### src/rtl/alu_arbiter.sv
// Round-robin arbiter that time-shares one combinational ALU between NREQ
// requesters, each with a valid/ready request and a one-entry registered response.
module alu_arbiter #(
  parameter int unsigned NREQ             = 2,
  parameter int unsigned ALU_CTRL_T_WIDTH = 5,
  parameter logic [ALU_CTRL_T_WIDTH-1:0] ADD_ALU_CONTROL = '0
) (
  input  logic                             clk_i,
  input  logic                             rst_i,
  input  logic                             flush_i,
  input  logic [NREQ-1:0]                  req_valid_i,
  output logic [NREQ-1:0]                  req_ready_o,
  input  logic [NREQ*ALU_CTRL_T_WIDTH-1:0] req_op_i,
  input  logic [NREQ*32-1:0]               req_a_i,
  input  logic [NREQ*32-1:0]               req_b_i,
  output logic [NREQ-1:0]                  resp_valid_o,
  input  logic [NREQ-1:0]                  resp_ready_i,
  output logic [NREQ*32-1:0]               resp_result_o,
  output logic [NREQ-1:0]                  resp_bcond_o,
  output logic [ALU_CTRL_T_WIDTH-1:0]      alu_control_o,
  output logic [31:0]                      alu_a_o,
  output logic [31:0]                      alu_b_o,
  input  logic [31:0]                      alu_result_i,
  input  logic                             alu_bcond_i,
  output logic                             busy_o
);

  localparam int unsigned PW = (NREQ > 1) ? $clog2(NREQ) : 1;

  logic [PW-1:0]   last_grant;
  logic [PW-1:0]   win;
  logic [PW-1:0]   sidx;
  logic [NREQ-1:0] eligible;
  logic [NREQ-1:0] grant;
  logic            any_grant;
  int unsigned     scan;

  // A slot can take a new result when it is empty or being drained this cycle.
  assign eligible = req_valid_i & (~resp_valid_o | resp_ready_i);

  always_comb begin
    grant     = '0;
    win       = last_grant;
    any_grant = 1'b0;
    scan      = 0;
    sidx      = '0;
    for (int unsigned k = 1; k <= NREQ; k++) begin
      scan = 32'(last_grant) + k;
      if (scan >= NREQ) scan = scan - NREQ;
      sidx = PW'(scan);
      if (!any_grant && eligible[sidx]) begin
        grant[sidx] = 1'b1;
        win         = sidx;
        any_grant   = 1'b1;
      end
    end
    if (rst_i || flush_i) begin
      grant     = '0;
      any_grant = 1'b0;
    end
  end

  assign req_ready_o = grant;

  always_comb begin
    alu_control_o = ADD_ALU_CONTROL;
    alu_a_o       = '0;
    alu_b_o       = '0;
    for (int unsigned i = 0; i < NREQ; i++) begin
      if (grant[i]) begin
        alu_control_o = req_op_i[i*ALU_CTRL_T_WIDTH +: ALU_CTRL_T_WIDTH];
        alu_a_o       = req_a_i[i*32 +: 32];
        alu_b_o       = req_b_i[i*32 +: 32];
      end
    end
  end

  // A grant to a slot wins over its drain, so drain+refill keeps valid high.
  always_ff @(posedge clk_i) begin
    if (rst_i) begin
      resp_valid_o  <= '0;
      resp_result_o <= '0;
      resp_bcond_o  <= '0;
      last_grant    <= PW'(NREQ - 1);
    end else if (flush_i) begin
      resp_valid_o <= '0;
    end else begin
      for (int unsigned i = 0; i < NREQ; i++) begin
        if (grant[i]) begin
          resp_valid_o[i]         <= 1'b1;
          resp_result_o[i*32 +: 32] <= alu_result_i;
          resp_bcond_o[i]         <= alu_bcond_i;
        end else if (resp_ready_i[i]) begin
          resp_valid_o[i] <= 1'b0;
        end
      end
      if (any_grant) last_grant <= win;
    end
  end

  assign busy_o = |resp_valid_o;

endmodule

### config.mk
export PLATFORM = sky130hd
export DESIGN_NAME = alu_arbiter
export DESIGN_NICKNAME = d
export VERILOG_FILES = /design/src/rtl/alu_arbiter.sv
export SDC_FILE = /design/constraint.sdc
export NUM_CORES = 1
export LEC_CHECK = 0
export ABC_AREA = 0
export BUFFER_PORTS_ARGS = -buffer_cell sky130_fd_sc_hd__buf_4
export CAP_MARGIN = 10
export CORE_AREA = 5 5 121 123
export CTS_CLUSTER_SIZE = 12
export DETAILED_ROUTE_END_ITERATION = 12
export DIE_AREA = 0 0 126 128
export PLACE_DENSITY = 0.66
export SLEW_MARGIN = 5
export SYNTH_ARGS = -nofsm -noshare
export SYNTH_HDL_FRONTEND = slang
export SYNTH_SLANG_ARGS = --single-unit
### constraint.sdc
create_clock -name clk_i -period 2.3 [get_ports clk_i]
set_input_delay 0.46 -clock clk_i [delete_from_list [all_inputs] [get_ports clk_i]]
set_output_delay 0.46 -clock clk_i [all_outputs]
set_load 0.01 [all_outputs]
==> impl_metrics.json <==
{
  "status": "finished clean",
  "grt_pass1_vias": 4499,
  "p_sw_share_pct": 29.6,
  "ios": 318,
  "drv_cap": 0,
  "syn_inst": 516,
  "die-area_sq_um": 16100,
  "dp_cells": 987,
  "synth_warnings": 0,
  "hp-class": "in -> reg",
  "grt_pass1_wl_um": 25700,
  "crit_path_start_kind": "flip-flop",
  "die_h_um": 128,
  "rrSetupSlack_ns": 0.68,
  "clkTransAtPathRegs_ns": 0.06,
  "max_freq_mhz": 441,
  "grt_overflow": 0,
  "power.static_leakage_nw": 3.47,
  "holdBufCountCts": 0,
  "gp_congestion": 0.973,
  "ys_seq_elements": 69,
  "initial_core_util_pct": 31.5,
  "synth_common_cells": "239 x nand2_1, 69 x dfxtp_1, 68 x o22ai_2, 66 x mux2i_1, 23 x clkbuf_1",
  "power_density_nw_per_um2": 488,
  "grt_max_degree": 47,
  "finClkSkew_ns": 0.00550,
  "period_share_pct": 98.7,
  "clkPwrFrac_pct": 34.7,
  "rsz0062_at_grt": "yes",
  "min_period_ns": 2.27,
  "synth-xor-area-share_pct": 0,
  "worst_pin_slew_ns": 0.365,
  "fp.coreArea_sq_um": 13600,
  "synth_area_per_cell_sq_um": 8.28,
  "critPathCaptureType": "primary output",
  "drtPass1Iterations": 5,
  "hold_viol_final": 0,
  "yosys-top-cells-area": "dfxtp_1 32%, nand2_1 21%, o22ai_2 20%",
  "clk_latency_ns": 0.32,
  "p_seq_share_pct": 35.3,
  "synthArstFlopShare_pct": 0,
  "critPathArrivalTime_ns": 1.81,
  "via_per_inst": 4.71,
  "synth.distinct_cells": 22,
  "routedWlPerCell_um": 17.7,
  "switchingPower_mw": 1.08,
  "synthSimpleGateAreaFrac_pct": 22.4,
  "yosysMostFrequentCell": "nand2_1",
  "die_width_um": 126,
  "cts_sinks": 69,
  "root_buffer": "clkbuf_16",
  "ant_nets": 0,
  "drc": 0,
  "final_layout_size_suffix_gt1_share_pct": 53.4,
  "finalNonFillerCells": 1011,
  "num_vias": 4766,
  "yosysSeqAreaShare_pct": 32.3,
  "tns_ns": 0,
  "row_count": 43,
  "synth_mux_area_share_pct": 15.5,
  "path_max_fanout": 8,
  "maxSlewViolCount": 0,
  "internal_power_mw": 2.57,
  "n_antenna_cell": 0,
  "setup_viol": 0,
  "synth_top_area_cell": "dfxtp_1",
  "synth_area_sq_um": 4270,
  "grt_usage_pct": 19.9,
  "drt-initial-drc-count": 178,
  "post-dp-hpwl_um": 13500,
  "cts.path.max_buffers": 2,
  "synth-edff-count": 0,
  "combPwrFrac_pct": 30.1,
  "fill_cells": 1300,
  "synth-compound-area-share_pct": 21.9,
  "antenna_found_initial": 0,
  "finalWirelength_um": 17900,
  "synth_nets": 694,
  "ir_drop_mv": 0.377,
  "criticalPathCategory": "reg -> out",
  "synthAdderAreaFrac_pct": 0,
  "synth_top_family_by_area": "simple AND/OR/NAND/NOR gates",
  "syn_to_final_growth_pct": 75.4,
  "synth_top_area_share_pct": 32.3,
  "io_buffers": 317,
  "max_slew_margin_pct": 75.6,
  "synth_top_flop_cell": "dfxtp_1",
  "htree_levels": 3,
  "required_ns": 1.84,
  "cts_tree": "yes",
  "nNetsFinal": 1004,
  "cts_buffers": 9
}
-- logic make-up after synthesis --
kind of cell	after synthesis
AOI/OAI and AO/OA	79
buffers and inverters	52
DFF	69
muxes	66
and+or+nand+nor	250
-- critical path, stage by stage, from the launching register on --
cell,delay [ns]
dfxtp_2,0.32
nor2b_4,0.12
buf_6,0.13
a211o_4,0.41
clkbuf_16,0.21
o22ai_2,0.14
buf_4,0.15
-- repair_timing --
action                     4_1_cts  5_1_grt
gates cloned                     1        5
setup buffers                    0        2
resized for setup                2       43
pin swaps                        1       19
setup endpoints to repair       58       69
-- layout by cell type, fill, tap and decap left out --
cell type / count
or2_2: 2
inv_6: 1
o211ai_4: 1
nand2_1: 239
dfxtp_2: 2
a211o_1: 1
nor2_1: 2
clkinv_2: 2
o22ai_2: 53
a211oi_4: 1
o22ai_1: 1
buf_4: 317
o22ai_4: 15
nand2b_1: 2
clkinvlp_4: 2
mux2i_1: 66
inv_1: 1
buf_12: 9
buf_16: 1
o211ai_1: 2
a21oi_1: 2
nand2b_4: 1
nor2b_1: 2
inv_2: 1
nor2_4: 1
a211o_4: 2
o21ai_0: 1
clkbuf_16: 12
o211a_1: 1
clkinv_4: 2
buf_6: 18
nor2b_4: 1
dfxtp_1: 67
-- final cells by class --
type | count | area, sq um | area share (%)
Clock buffer | 9 | 225 | 3.01
Clock inverter | 7 | 51.3 | 0.684
Inverter | 2 | 7.51 | 0.100
Multi-Input combinational cell | 396 | 2740 | 36.5
Sequential cell | 69 | 1380 | 18.5
Tap cell | 180 | 225 | 3.01
Timing Repair Buffer | 348 | 2870 | 38.2
-- metrics by stage --
step                      instance area [sq um]  hold WS, ns  util, %  power, mW  setup WS, ns
after floorplan                            4270        0.479        -       1.80         0.377
after global placement                     6850        0.443     50.5       2.30         0.130
after detailed placement                   6850        0.447     50.5       2.31         0.133
after CTS                                  7160        0.398     52.8       3.60       -0.0297
after global routing                       7490        0.403     55.3       3.84       -0.0224
final                                      7490        0.418     55.3       3.65        0.0303
-- sequential cells by signal (all words and copies together) (netlist names) --
name,count
last_grant,1
resp_valid_o,2
resp_bcond_o,2
resp_result_o,64
-- power by group through the flow --
stage | registers (mW) | logic [mW] | clock network (mW)
floorplan | 1.34 | 0.459 | 0
global placement | 1.31 | 0.993 | 0
detailed placement | 1.31 | 0.996 | 0
CTS | 1.29 | 1.01 | 1.30
global route | 1.30 | 1.17 | 1.37
finish | 1.29 | 1.10 | 1.27
-- layer usage --
metal  wire length, um  up-vias  global-route usage [%]
li1                  -     2369                       -
met1              7490     2199                    24.9
met2              8680      184                    34.1
met3              1500       14                    6.25
met4               179        0                    3.41
met5                 0        -                       0
-- path summary, 6_finish.rpt --
kind,startpoint,end,depth (start not counted)
hold / removal,alu_result_i[27],resp_result_o[59],3
setup reg to reg,resp_valid_o[0],resp_result_o[51],6
setup / recovery,resp_valid_o[0],alu_a_o[29],6
hold reg to reg,resp_result_o[14],resp_result_o[14],2
Note: power is estimated with default switching activity, not from simulation.
